File: config.mk
export PLATFORM = sky130hd
export DESIGN_NAME = banner_scroller
export DESIGN_NICKNAME = d
export VERILOG_FILES = /design/src/rtl/banner_pkg.sv /design/src/rtl/banner_window_extract.sv /design/src/rtl/banner_scroller.sv
export SDC_FILE = /design/constraint.sdc
export NUM_CORES = 1
export LEC_CHECK = 0
export ABC_CLOCK_PERIOD_IN_PS = 16400
export BUFFER_PORTS_ARGS = -buffer_cell sky130_fd_sc_hd__clkbuf_2
export CORE_MARGIN = 2
export CORE_UTILIZATION = 35
export DETAILED_ROUTE_END_ITERATION = 7
export PLACE_DENSITY_LB_ADDON = 0.12
export SLEW_MARGIN = 15
export SYNTH_ARGS = -nofsm -noshare
export SYNTH_HDL_FRONTEND = slang
export SYNTH_HIERARCHICAL = 1
export SYNTH_SLANG_ARGS = --single-unit
File: constraint.sdc
create_clock -name clk -period 16.4 [get_ports clk]
set_input_delay 0.82 -clock clk [delete_from_list [all_inputs] [get_ports clk]]
set_output_delay 0.82 -clock clk [all_outputs]
set_load 0.05 [all_outputs]
File: src/rtl/banner_pkg.sv
// ----------------------------------------------------------------------------
// banner_pkg
//
// Shared constants, FSM state type and a small helper for the banner scroller.
//
//   WORD_W  : banner ROM word width, one bit per banner column
//   ROWS    : ROM rows walked per frame (row index fits in ROW_W bits)
//   WIN_W   : visible window columns per presented row
//   ADDR_W  : banner ROM address width
//   ROW_W   : width of the row index presented to the LED row driver
//   OFS_W   : width of the scroll offset (covers 0..WORD_W-1)
//   state_t : sequencing FSM states
// ----------------------------------------------------------------------------
package banner_pkg;

    localparam int WORD_W = 70;
    localparam int ROWS   = 15;
    localparam int WIN_W  = 16;
    localparam int ADDR_W = 5;
    localparam int ROW_W  = 4;
    localparam int OFS_W  = 7;

    typedef enum logic [2:0] {
        S_IDLE    = 3'd0,
        S_ADDR    = 3'd1,
        S_WAIT    = 3'd2,
        S_CAPTURE = 3'd3,
        S_PRESENT = 3'd4,
        S_FRAME   = 3'd5
    } state_t;

    // Advance the scroll offset by one column, wrapping after the last
    // banner column back to column 0.
    function automatic logic [OFS_W-1:0] offset_step(
        input logic [OFS_W-1:0] ofs,
        input int               word_w
    );
        return (int'(ofs) == word_w - 1) ? '0 : ofs + 1'b1;
    endfunction

endpackage

File: src/rtl/banner_window_extract.sv
// ----------------------------------------------------------------------------
// banner_window_extract
//
// Purely combinational window select. Picks WIN_W consecutive banner columns
// out of one ROM word, starting at i_offset and wrapping from the last column
// back to column 0.
//
// Column c of the banner is i_word[WORD_W-1-c] (column 0 is the MSB).
// Output bit o_window[WIN_W-1-k] carries column (i_offset + k) mod WORD_W,
// so o_window[WIN_W-1] is the leftmost visible column.
//
// Ports:
//   i_word   in  WORD_W  ROM word for the current row
//   i_offset in  OFS_W   scroll offset, 0..WORD_W-1
//   o_window out WIN_W   selected window bits
// ----------------------------------------------------------------------------
module banner_window_extract #(
    parameter int WORD_W = banner_pkg::WORD_W,
    parameter int WIN_W  = banner_pkg::WIN_W,
    parameter int OFS_W  = banner_pkg::OFS_W
) (
    input  logic [WORD_W-1:0] i_word,
    input  logic [OFS_W-1:0]  i_offset,
    output logic [WIN_W-1:0]  o_window
);

    // Column-ordered view of the word: w_cols[c] is banner column c.
    logic [WORD_W-1:0] w_cols;

    for (genvar c = 0; c < WORD_W; c++) begin : g_rev
        assign w_cols[c] = i_word[WORD_W-1-c];
    end

    // Offset is below WORD_W and k is below WIN_W <= WORD_W, so the sum is
    // below 2*WORD_W and a single compare/subtract replaces the modulo.
    for (genvar k = 0; k < WIN_W; k++) begin : g_win
        logic [OFS_W:0]   w_sum;
        logic [OFS_W-1:0] w_col;

        assign w_sum = {1'b0, i_offset} + (OFS_W+1)'(k);
        assign w_col = (w_sum >= (OFS_W+1)'(WORD_W))
                     ? OFS_W'(w_sum - (OFS_W+1)'(WORD_W))
                     : OFS_W'(w_sum);

        assign o_window[WIN_W-1-k] = w_cols[w_col];
    end

endmodule

File: src/rtl/banner_scroller.sv
// ----------------------------------------------------------------------------
// banner_scroller
//
// Walks the banner glyph ROM row by row each frame, cuts a WIN_W-column
// window out of every row at the current scroll offset and hands each row to
// the LED row driver. The offset advances at most once per frame, and only
// between frames, so a frame never shows two different offsets.
//
// Ports:
//   clk        in  1       system clock
//   rst_n      in  1       asynchronous active-low reset
//   enable     in  1       run scroller; looked at only between frames
//   rom_addr   out ADDR_W  address to banner ROM (held outside ADDR)
//   rom_data   in  WORD_W  ROM word, valid the cycle after rom_addr
//   row_valid  out 1       row_pixels/row_idx valid
//   row_ready  in  1       row driver accepts row
//   row_idx    out ROW_W   row number of presented row
//   row_pixels out WIN_W   window bits, [WIN_W-1] = leftmost column
//   offset     out OFS_W   current scroll offset, 0..WORD_W-1
//   frame_done out 1       one-cycle pulse after the last row is accepted
//   dbg_state  out 3       current FSM state (state_t encoding)
//
// Row handshake: a row transfers on a clock edge where row_valid and
// row_ready are both high. Once row_valid rises, row_valid, row_idx and
// row_pixels hold steady until that transfer; row_valid falls the cycle
// after it. row_ready is ignored while row_valid is low.
//
// Per-row timing: ADDR (rom_addr presented) -> WAIT (ROM registers the
// address) -> CAPTURE (window latched) -> PRESENT (row_valid high).
// rom_addr is loaded on entry to ADDR so the ROM sees it during ADDR.
// ----------------------------------------------------------------------------
module banner_scroller #(
    parameter int ROWS     = banner_pkg::ROWS,
    parameter int WORD_W   = banner_pkg::WORD_W,
    parameter int WIN_W    = banner_pkg::WIN_W,
    parameter int STEP_DIV = 25_000_000
) (
    input  logic                          clk,
    input  logic                          rst_n,
    input  logic                          enable,
    output logic [banner_pkg::ADDR_W-1:0] rom_addr,
    input  logic [WORD_W-1:0]             rom_data,
    output logic                          row_valid,
    input  logic                          row_ready,
    output logic [banner_pkg::ROW_W-1:0]  row_idx,
    output logic [WIN_W-1:0]              row_pixels,
    output logic [banner_pkg::OFS_W-1:0]  offset,
    output logic                          frame_done,
    output logic [2:0]                    dbg_state
);

    import banner_pkg::state_t;
    import banner_pkg::S_IDLE;
    import banner_pkg::S_ADDR;
    import banner_pkg::S_WAIT;
    import banner_pkg::S_CAPTURE;
    import banner_pkg::S_PRESENT;
    import banner_pkg::S_FRAME;
    import banner_pkg::offset_step;

    localparam int ADDR_W = banner_pkg::ADDR_W;
    localparam int ROW_W  = banner_pkg::ROW_W;
    localparam int OFS_W  = banner_pkg::OFS_W;
    localparam int PS_W   = (STEP_DIV > 1) ? $clog2(STEP_DIV) : 1;

    // ------------------------------------------------------------------
    // Registers and their next-state values
    // ------------------------------------------------------------------
    state_t              r_state;
    state_t              w_state_nxt;
    logic [ROW_W-1:0]    r_row;
    logic [ROW_W-1:0]    w_row_nxt;
    logic [ADDR_W-1:0]   r_rom_addr;
    logic [ADDR_W-1:0]   w_rom_addr_nxt;
    logic                r_row_valid;
    logic                w_row_valid_nxt;
    logic [ROW_W-1:0]    r_row_idx;
    logic [ROW_W-1:0]    w_row_idx_nxt;
    logic [WIN_W-1:0]    r_row_pixels;
    logic [WIN_W-1:0]    w_row_pixels_nxt;
    logic [OFS_W-1:0]    r_offset;
    logic [OFS_W-1:0]    w_offset_nxt;
    logic                r_frame_done;
    logic                w_frame_done_nxt;

    logic [PS_W-1:0]     r_prescaler;
    logic                r_step_pending;
    logic                w_ps_wrap;
    logic                w_step_clr;

    logic [WIN_W-1:0]    w_window;

    // ------------------------------------------------------------------
    // Window extraction from the ROM word at the current offset
    // ------------------------------------------------------------------
    banner_window_extract #(
        .WORD_W (WORD_W),
        .WIN_W  (WIN_W),
        .OFS_W  (OFS_W)
    ) u_extract (
        .i_word   (rom_data),
        .i_offset (r_offset),
        .o_window (w_window)
    );

    // ------------------------------------------------------------------
    // Scroll prescaler: counts only while enabled. A wrap always wins over
    // the FRAME clear, so a wrap landing on the FRAME cycle is not lost;
    // several wraps inside one frame collapse into a single pending step.
    // ------------------------------------------------------------------
    assign w_ps_wrap = enable && (r_prescaler == PS_W'(STEP_DIV - 1));

    always_ff @(posedge clk or negedge rst_n) begin
        if (!rst_n) begin
            r_prescaler    <= '0;
            r_step_pending <= 1'b0;
        end else begin
            if (enable) begin
                r_prescaler <= w_ps_wrap ? '0 : r_prescaler + 1'b1;
            end
            if (w_ps_wrap) begin
                r_step_pending <= 1'b1;
            end else if (w_step_clr) begin
                r_step_pending <= 1'b0;
            end
        end
    end

    // ------------------------------------------------------------------
    // Sequencing FSM: state and datapath registers
    // ------------------------------------------------------------------
    always_ff @(posedge clk or negedge rst_n) begin
        if (!rst_n) begin
            r_state      <= S_IDLE;
            r_row        <= '0;
            r_rom_addr   <= '0;
            r_row_valid  <= 1'b0;
            r_row_idx    <= '0;
            r_row_pixels <= '0;
            r_offset     <= '0;
            r_frame_done <= 1'b0;
        end else begin
            r_state      <= w_state_nxt;
            r_row        <= w_row_nxt;
            r_rom_addr   <= w_rom_addr_nxt;
            r_row_valid  <= w_row_valid_nxt;
            r_row_idx    <= w_row_idx_nxt;
            r_row_pixels <= w_row_pixels_nxt;
            r_offset     <= w_offset_nxt;
            r_frame_done <= w_frame_done_nxt;
        end
    end

    // ------------------------------------------------------------------
    // Sequencing FSM: next state and register updates
    // ------------------------------------------------------------------
    always_comb begin
        w_state_nxt      = r_state;
        w_row_nxt        = r_row;
        w_rom_addr_nxt   = r_rom_addr;
        w_row_valid_nxt  = r_row_valid;
        w_row_idx_nxt    = r_row_idx;
        w_row_pixels_nxt = r_row_pixels;
        w_offset_nxt     = r_offset;
        w_frame_done_nxt = 1'b0;
        w_step_clr       = 1'b0;

        case (r_state)
            S_IDLE: begin
                if (enable) begin
                    w_state_nxt    = S_ADDR;
                    w_row_nxt      = '0;
                    w_rom_addr_nxt = '0;
                end
            end

            S_ADDR: begin
                w_state_nxt = S_WAIT;
            end

            S_WAIT: begin
                w_state_nxt = S_CAPTURE;
            end

            S_CAPTURE: begin
                w_row_pixels_nxt = w_window;
                w_row_idx_nxt    = r_row;
                w_row_valid_nxt  = 1'b1;
                w_state_nxt      = S_PRESENT;
            end

            S_PRESENT: begin
                if (row_ready) begin
                    w_row_valid_nxt = 1'b0;
                    if (r_row == ROW_W'(ROWS - 1)) begin
                        w_state_nxt      = S_FRAME;
                        w_frame_done_nxt = 1'b1;
                    end else begin
                        w_row_nxt      = r_row + 1'b1;
                        w_rom_addr_nxt = ADDR_W'(r_row) + 1'b1;
                        w_state_nxt    = S_ADDR;
                    end
                end
            end

            S_FRAME: begin
                // Offset changes only here, between the last row of one
                // frame and the first row of the next.
                if (r_step_pending) begin
                    w_offset_nxt = offset_step(r_offset, WORD_W);
                    w_step_clr   = 1'b1;
                end
                if (enable) begin
                    w_state_nxt    = S_ADDR;
                    w_row_nxt      = '0;
                    w_rom_addr_nxt = '0;
                end else begin
                    w_state_nxt = S_IDLE;
                end
            end

            default: begin
                w_state_nxt = S_IDLE;
            end
        endcase
    end

    // ------------------------------------------------------------------
    // Outputs
    // ------------------------------------------------------------------
    assign rom_addr   = r_rom_addr;
    assign row_valid  = r_row_valid;
    assign row_idx    = r_row_idx;
    assign row_pixels = r_row_pixels;
    assign offset     = r_offset;
    assign frame_done = r_frame_done;
    assign dbg_state  = r_state;

endmodule

## Word-level counts from Yosys, hierarchy flattened

Cells that the tools add are included.

- $lt $le $gt $ge: 32
- Shift operators: 0
- Bitwise gates (word level): 0
- $add $sub $neg: 35
- Mux-type cells: 72
- Div/mod/pow operators: 0
- Reduce and logical (&&, ||, !) cells: 10
- Equal/unequal tests: 12
- Multipliers: 0

Operators with widths:

| operator | count |
|---|---|
| less-than comparator 7 x 8 -> 1 bit (second input constant) | 16 |
| greater-or-equal comparator 8 x 7 -> 1 bit (second input constant) | 15 |
| two-way mux 7 bit | 17 |
| binary-select mux 1 bit (select 7 bit) | 16 |
| subtractor 7 bit (second input constant) | 16 |
| adder 7 x 4 -> 8 bit (second input constant) | 8 |
| adder 7 x 3 -> 8 bit (second input constant) | 4 |
| adder 25 x 1 -> 25 bit (second input constant) | 1 |
| equality test 25 bit (second input constant) | 1 |
| two-way mux 1 bit | 25 |
| two-way mux 25 bit | 1 |
| one-hot mux 3 bit (6 select lines) | 1 |
| adder 7 x 2 -> 8 bit (second input constant) | 2 |
| two-way mux 5 bit | 3 |
| two-way mux 4 bit | 3 |
| one-hot mux 5 bit (2 select lines) | 1 |
| two-way mux 3 bit | 3 |
| adder 7 x 1 -> 8 bit (second input constant) | 1 |
| one-hot mux 4 bit (2 select lines) | 1 |
| adder 7 x 1 -> 7 bit (second input constant) | 1 |
| equality test 7 bit (second input constant) | 1 |
| greater-or-equal comparator 7 bit (second input constant) | 1 |
| equality test 3 x 2 -> 1 bit (second input constant) | 2 |
| equality test 3 bit (second input constant) | 2 |
| 13 further kinds | 19 |

- Output and inout bits: 37
- Input bits: 74
- Memories kept: 0
- Memory bits (read-only): 0
- Latch bits: 0
- Bits in registers: 67
- Logic and storage cells: 171
- RAM bits: 0

## Logic depth before layout (Yosys ltp)

Gate-level depths: netlist of the first run.

- Depth after elaboration: 5
- Depth in mapped cells: 22
- Mapped depth without buffers: 14

## Modules after synthesis

Netlist of the first run, hierarchy kept.

Modules (own cells, without submodules):

| module | times used | area an instance (um2) | cells an instance |
|---|---|---|---|
| banner_window_extract | 1 | 12642.1 | 1744 |
| banner_scroller | 1 | 2940.3 | 268 |

## Worst setup path after synthesis of the first run

Ideal clock, no wire load.

- Kind: register -> register
- Start: register r_offset[1] (netlist: offset[1])
- End: register r_row_pixels[0] (netlist: row_pixels[0])
- Data required time: 16.275 ns
- Slack: 10.520 ns
- Cell stages (with the launch flop): 22
- Path buffers: 9
- Setup time: 0.125 ns
- Data arrival time: 5.755 ns
- Path through: dfrtp_1 > buf_2 > buf_1 > inv_1 > clkbuf_1 > clkbuf_1 > ha_1 > buf_2 > clkinv_1 > buf_1 > clkbuf_1 > ha_1 > clkbuf_1 > nand2_1 > o31ai_1 > a31o_2 > buf_2 > mux2_2 > a211o_1 > a31oi_1 > o31ai_1 > mux2_2

- Longest elaborated chain between the ends: 5
- Elaborated cells on any way between the ends: 6

RTL lines:

| what | line | RTL |
|---|---|---|
| start: declaration | banner_scroller.sv:81 | `logic [OFS_W-1:0] r_offset;` |
| start signal: assignment | banner_scroller.sv:149 | `r_offset <= w_offset_nxt;` |
| adder 7 x 4 -> 8 bit * | banner_window_extract.sv:40 | `assign w_sum = {1'b0, i_offset} + (OFS_W+1)'(k);` |
| subtractor 7 bit / greater-or-equal comparator 8 x 7 -> 1 bit (equally long branches) | banner_window_extract.sv:42, banner_window_extract.sv:41 |  |
| two-way mux 7 bit * | banner_window_extract.sv:42 | `? OFS_W'(w_sum - (OFS_W+1)'(WORD_W))` |
| binary-select mux 1 bit (select 7 bit) * | banner_window_extract.sv:45 | `assign o_window[WIN_W-1-k] = w_cols[w_col];` |
| two-way mux 1 bit (implied by the code) * | banner_window_extract.sv:45 |  |
| via w_window[0] | banner_scroller.sv:91 | `logic [WIN_W-1:0] w_window;` |
| end signal: assignment | banner_scroller.sv:148 | `r_row_pixels <= w_row_pixels_nxt;` |
| end: declaration | banner_scroller.sv:79 | `logic [WIN_W-1:0] r_row_pixels;` |

The timed path passes the listed nets; every way through them passes the cells marked *. The select of a mux whose other input is x is not followed.
A chain may end at the register's enable or synchronous reset.

## Worst setup path after layout of the first run

Ends and elaborated chain as after synthesis.

==> run metrics, run 1 <==
Post-synth EDFFs 0; max incr delay on CP 0.90 ns; Slew HR around 16%; Via Count 16750; startpoint type of the worst setup path flop; largest cells by area after synthesis mux2i_1 11%, dfrtp_1 10%, mux4_2 7.4%, mux2_2 6.9%, xnor2_1 4.8%; vias in the first global route 15410; Ant. Diodes 0; Final ANT Viol Nets 0; buffers added on ports 110; Max IR drop VDD about 0.055 mV; final setup fails 0; Post-Syn Nets 2119; status completed; CTS root buf clkbuf_16; worst-path cell chain inv_1 -> buf_4 -> ha_2 -> buf_4 -> clkinv_1 -> ha_1 -> nor2_1 -> a2bb2oi_1 -> mux4_2 -> o21ai_0 -> a31oi_1 -> o31ai_1 -> mux2_2; Worst-path clk slew around 0.060 ns; post-synthesis simple-gate area fraction ~21%; nets 2125; largest net degree at the start of global routing 76; die width 215 microns; combinational family with the most area after synthesis compound AO/OA/AOI/OAI gates; GRT Util Overall 29.02%; Synth Area in Compound Gates between 20% and 30%; Fmax achieved 0.1755 GHz; Initial Util 35.31%; DP Cell Count around 2600; DIE HEIGHT 215 microns; MaxCap Viol Count 0; Post-Syn Area 15580 sq um; final std cells w/o fill 2615; CP most frequent cell buf_4; postcts setup bufs 0; Layout area overhead 7.404%; TritonCTS clock tree done; CP max-delay cell dfrtp_4; number of CTS-inserted buffers 9; ys async rst share 100.0%; Longest Clk Path Bufs 2; total leakage power 0.006362 uW; worst slew pin tran 1.225 ns; # hold bufs at CTS 0; clock latency on the worst-skew pair 0.37 ns; GP Congestion roughly 0.99; mux share of post-synthesis cell area ~26%; post-route setup TNS 0 ns; initial DRC count between 1500 and 2000; yosys warns 6; CP Class reg2reg; drt first pass iters 8; initial antenna violation count 0; vias per cell 6.404; num ports 111; DR DRC count 0; XOR/XNOR Fraction of Synth Area 7.765%; CP max FO 66; core footprint 44120 sq um; crit path time final 5.696 ns; library cells used by synthesis about 110; worst min path class reg2reg; total clock sinks 63; Worst Path Required 16.71 ns; Pins Over Slew Limit 0; pwr dens 47.60 nW/um^2; Worst Skew about 0.011 ns; fillers 4758; flops & latches, synth 63; per-cell routed wire length approximately 26 microns; share of cells above drive strength 1 19.38%; Mapped Avg Cell Area 7.745 sq um; final period utilization 34.73%; CP endpoint kind flop; sequential fraction of the synthesis area around a tenth; Primary FF master, synth dfrtp_1; first-pass GRT wire length 102.4 mm; Total Die Area between 40000 and 50000 sq um; Hold WS roughly 0.47 ns; Detailed Route WL 68.74 mm; Detail Placement HPWL 51.78 mm; RSZ-0062 raised after global routing false; Final Hold Vio Count 0; critical path arrival roughly 6 ns; Adder-Cell Fraction of Synth Area between 2 and 3%; grt ovf 0; htree depth 3; Synth area leader mux2i_1; num rows 77; post-cts resize count 0; Post-Synthesis Cells 2012; top cell type's share of synthesized area 11.50%
## logic make-up after synthesis
kind of cell,count (synthesis)
adders and majority gates,33
and+or+nand+nor,679
buffers and inverters,194
DFF,63
xor gates and xnor gates,124
muxes,328
AOI/OAI and AO/OA,591
## synthesized netlist by cell type (all sizes together) (12+ instances only)
cell / count
nand2: 199
nor2: 192
mux2i: 180
a21oi: 131
o21ai: 121
mux2: 97
xnor2: 95
buf: 84
clkbuf: 73
nor3: 64
dfrtp: 63
nand3: 61
mux4: 51
o211ai: 40
a211oi: 39
inv: 34
a31oi: 33
ha: 33
xor2: 29
nand4: 23
nand2b: 21
o22ai: 19
nor4: 18
o31ai: 18
a2111oi: 15
a311oi: 15
nor2b: 14
or3: 14
and2: 13
a21o: 12
a22oi: 12
o221ai: 12
or4: 12
## flip-flops by register name (all words and copies together) (netlist names)
register / flops
dbg_state: 3
frame_done: 1
offset: 7
r_prescaler: 25
r_row: 3
r_step_pending: 1
rom_addr: 2
row_idx: 4
row_pixels: 16
row_valid: 1
## power by group
group / internal [uW] / switching (uW) / leakage [uW]
Clock: 112 / 90.0 / 0.000143
Sequential: 193 / 37.7 / 0.000797
Combinational: 114 / 250 / 0.00542
## worst max-delay path: cells and delay by family (launching register included)
family          cells  cell delay (ns)
buf+inv             4             1.57
compound gates      4             1.18
fa+ha+maj           2             1.07
flops               1             0.90
mux                 2             0.79
simple gates        1             0.09
## through the flow
step           total power [uW]  area [sq um]  setup slack (ns)  utilization [%]
2_1_floorplan             475.1         15580             10.52                -
3_3_place_gp              593.7         16440             10.71            37.26
3_5_place_dp              596.7         16440             10.58            37.26
4_1_cts                   808.5         16730             10.56            37.92
5_1_grt                   841.1         16740             10.39            37.93
6_report                  796.6         16740             10.70            37.93
## layout by cell type, fill, tap and decap left out, types with 19 or more instances in the layout
cell        n
clkbuf_2  109
mux2_2     95
o21ai_0   112
nand2_1   199
a211oi_1   36
nand2b_1   21
nand4_1    22
nor3_1     64
nor2_1    187
xnor2_1    85
nand3_1    61
xor2_1     26
a31oi_1    32
ha_1       32
a21oi_1   125
inv_1      31
o22ai_1    19
dfrtp_1    59
buf_4      43
o211ai_1   40
mux2i_1   178
mux4_2     51
## final timing paths
path	to	cells past startpoint	start	slack, ns
setup / recovery	row_pixels[0]	13	offset[1]	10.70
hold / removal	r_step_pending	1	r_step_pending	0.47
setup reg to reg	row_pixels[0]	13	offset[1]	10.70
hold reg to reg	r_step_pending	1	r_step_pending	0.47
max in group asynchronous	offset[0]	1	rst_n	15.06
min in group asynchronous	row_pixels[8]	1	rst_n	0.58
## layout make-up
cell class	count	area [sq um]	share of cell area [%]
clock buffer	11	252.7	1.510
timing repair buffer	152	868.3	5.188
inverter	37	138.9	0.8298
sequential	63	1587	9.480
multi-input combinational	1755	13110	78.33
clock inverter	5	38.79	0.2318
tap	592	740.7	4.426
## per-layer routing
layer | global-route usage [%] | vias up | wire length (microns)
li1 | - | 7687 | -
met3 | 3.510 | 110 | 5180
met2 | 46.19 | 833 | 30950
met4 | 9.954 | 0 | 2296
met5 | 0 | - | 0
met1 | 40.53 | 8117 | 30310
Note: power is estimated with default switching activity, not from simulation.
==> run 2, diff against run 1 <==
--- a/config.mk
+++ b/config.mk
@@ -5,7 +5,8 @@
 export SDC_FILE = /design/constraint.sdc
 export NUM_CORES = 1
 export LEC_CHECK = 0
-export ABC_CLOCK_PERIOD_IN_PS = 16400
+export ABC_AREA = 1
+export ABC_CLOCK_PERIOD_IN_PS = 5500
 export BUFFER_PORTS_ARGS = -buffer_cell sky130_fd_sc_hd__clkbuf_2
 export CORE_MARGIN = 2
 export CORE_UTILIZATION = 35
==> constraint.sdc (replaced) <==
create_clock -name clk -period 5.5 [get_ports clk]
set_input_delay 0.275 -clock clk [delete_from_list [all_inputs] [get_ports clk]]
set_output_delay 0.275 -clock clk [all_outputs]
set_load 0.05 [all_outputs]
==> run metrics, run 2 <==
flops & latches, synth 63 (unchanged); pwr dens 601.1 nW/um^2 (+1200%); yosys warns 6 (unchanged); per-cell routed wire length 19.40 microns (-26%); TritonCTS clock tree done; final period utilization 77.64% (+43 points); clock latency on the worst-skew pair 0.36 ns (about the same); postcts setup bufs 0 (unchanged); CTS root buf clkbuf_16; Post-synth EDFFs 0 (unchanged); htree depth 3 (unchanged); Synth area leader nand2_1; first-pass GRT wire length 93.04 mm (-9.2%); most frequent cell after synthesis nand2_1; ys async rst share 100.0% (unchanged); MaxCap Viol Count 0 (unchanged); Worst Path Required 5.72 ns (-10.99 ns); DIE HEIGHT 202.3 microns (-5.9%); RSZ-0062 raised after global routing false; Worst-path clk slew 0.07 ns (about the same); Slew HR 15.60% (-0.38 points); worst-path cell chain ha_1 -> inv_2 -> nand2_1 -> nand2_1 -> xor2_1 -> nand3_1 -> nand2_2 -> nand2_4 -> o21ai_2 -> nand3_1 -> nand3_1 -> nand3_1 -> nand2_1 -> nand2_1 -> nand3_1 -> nand2_1 -> mux2_2; Ant. Diodes 0 (unchanged); share of cells above drive strength 1 15.30% (-4.1 points); Final Hold Vio Count 0 (unchanged); max incr delay on CP 0.95 ns (+0.05 ns); vias in the first global route 15910 (+3.2%); Post-synth top cells 836 x nand2_1, 580 x nand3_1, 197 x inv_1; worst min path class in2async; Final WS setup 1.230 ns (-9.474 ns); DR DRC count 0 (unchanged); most frequent cells in the layout 836 x nand2_1, 580 x nand3_1, 197 x inv_1; core footprint 38740 sq um (-12%); nets 2683 (+26%); # hold bufs at CTS 0 (unchanged); final setup fails 0 (unchanged); total clock sinks 63 (unchanged); drt first pass iters 5 (-3); Primary FF master, synth dfrtp_1; GP Congestion 0.9689 (-2.0%); startpoint type of the worst setup path flop; Post-Syn Area 13770 sq um (-12%); post-cts resize count 0 (unchanged); buffers added on ports 110 (unchanged); top cell type's share of synthesized area 22.79% (+11 points); Crit path buffers/inverters 1 (-3); Post-Syn Nets 2583 (+22%); crit path time final 4.270 ns (-1.426 ns); Post-Place Setup Slack 1.300 ns (-9.277 ns); GRT Util Overall 28.84% (-0.18 points); Largest Register r_prescaler; library cells used by synthesis 48 (-56%); Worst Skew 0.02023 ns (+0.009707 ns); die width 202.3 microns (-5.9%); Layout area overhead 10.68%; Pins Over Slew Limit 0 (unchanged); sequential fraction of the synthesis area 11.45% (+1.3 points); critical path arrival 4.49 ns (-1.51 ns); Detailed Route WL 60.12 mm (-13%); num ports 111 (unchanged); largest net degree at the start of global routing 85 (+12%); post-route setup TNS 0 ns (unchanged); Max IR drop VDD 0.2218 mV (+300%); grt ovf 0 (unchanged); Longest Clk Path Bufs 2 (unchanged); CP max-delay cell dfrtp_1; max reg flops 25 (unchanged); worst slew pin tran 1.231 ns (+0.005593 ns); number of CTS-inserted buffers 9 (unchanged); initial antenna violation count 0 (unchanged); CP Class reg2reg; total leakage power 0.007662 uW (+20%); Mapped Avg Cell Area 5.560 sq um (-28%); Via Count 17230 (+2.9%); CP endpoint kind flop; Detail Placement HPWL 44.33 mm (-14%); Post-Synthesis Cells 2476 (+23%); CP max FO 22 (-67%); Fmax achieved 0.2342 GHz (+33%); Total Die Area 40940 sq um (-11%); vias per cell 5.561 (-13%); largest cells by area after synthesis nand2_1 23%, nand3_1 21%, dfrtp_1 11%, inv_1 5.4%, xor2_1 4.3%; Initial Util 35.54% (+0.22 points); Final ANT Viol Nets 0 (unchanged); final core occ 39.33% (+1.4 points); CP top delay family simple AND/OR/NAND/NOR gates; initial DRC count 1572 (-16%); num rows 72 (-6.5%); most common cell after layout, fill and taps aside nand2_1; Power Total 9160 uW (+1000%); status completed
[run 2: changes by cell type after synthesis, moves of 77 or more]
cell,change
inv_1,+166
nand2_1,+637
mux2_2,-77
a21oi_1,-98
nand3_1,+519
mux2i_1,-155
[run 2: worst reg2reg max path, stage by stage (launching register included)]
cell	delay (ns)
dfrtp_1	0.95
ha_1	0.68
inv_2	0.15
nand2_1	0.21
nand2_1	0.11
xor2_1	0.30
nand3_1	0.14
nand2_2	0.16
nand2_4	0.14
o21ai_2	0.42
nand3_1	0.18
nand3_1	0.10
nand3_1	0.08
nand2_1	0.09
nand2_1	0.05
nand3_1	0.07
nand2_1	0.05
mux2_2	0.25
[run 2: report_power, final]
part	switching [uW]	internal, uW
combinational	5390	2330
clock	273	404
sequential	148	607
total	5820	3340
[run 2: stage by stage]
step           hold WS [ns]  area, sq um  cells
4_1_cts              0.1140        15230   3099
3_3_place_gp         0.4632        14900   3083
6_report            0.05293        15240   3099
5_1_grt              0.1481        15240   3099
3_5_place_dp         0.4711        14900   3083
2_1_floorplan      -0.02059        13770   2476
[run 2: cell families after synthesis]
kind of cell	Yosys count	share of synthesized area [%]
compound gates	216	9.706
mux	42	3.217
simple gates	1739	57.51
buf+inv	304	9.979
flops	63	11.45
fa+ha+maj	33	2.999
xor+xnor	79	5.135
[run 2: worst paths after layout]
check                           slack (ns)           start  depth (start not counted)              end
worst max-delay path                  1.23       offset[4]                         17    row_pixels[6]
worst min-delay path                  0.05           rst_n                          1  r_prescaler[14]
worst max register to register        1.23       offset[4]                         17    row_pixels[6]
worst min register to register        0.48  r_step_pending                          2   r_step_pending
max in group asynchronous             4.68           rst_n                          1        offset[0]
min in group clk                      0.19       row_ready                          3       frame_done
[run 2: per-layer routing]
layer / vias to the layer above / part of all wire, % / track usage [%]
met5: - / 0 / 0
met3: 142 / 8.0 / 4.466
met2: 710 / 45 / 46.51
li1: 8376 / - / -
met4: 0 / 3.6 / 10.09
met1: 8006 / 44 / 38.99
[run 2: final cells by class]
cell class              count  area, sq um
well taps                 518        648.1
clock buffers               9        225.2
flip-flops and latches     63         1580
repair buffers            171         1011
clock inverters             7        103.9
multi-input cells        2109        10830
inverters                 222        840.8
fillers                  4340        23500
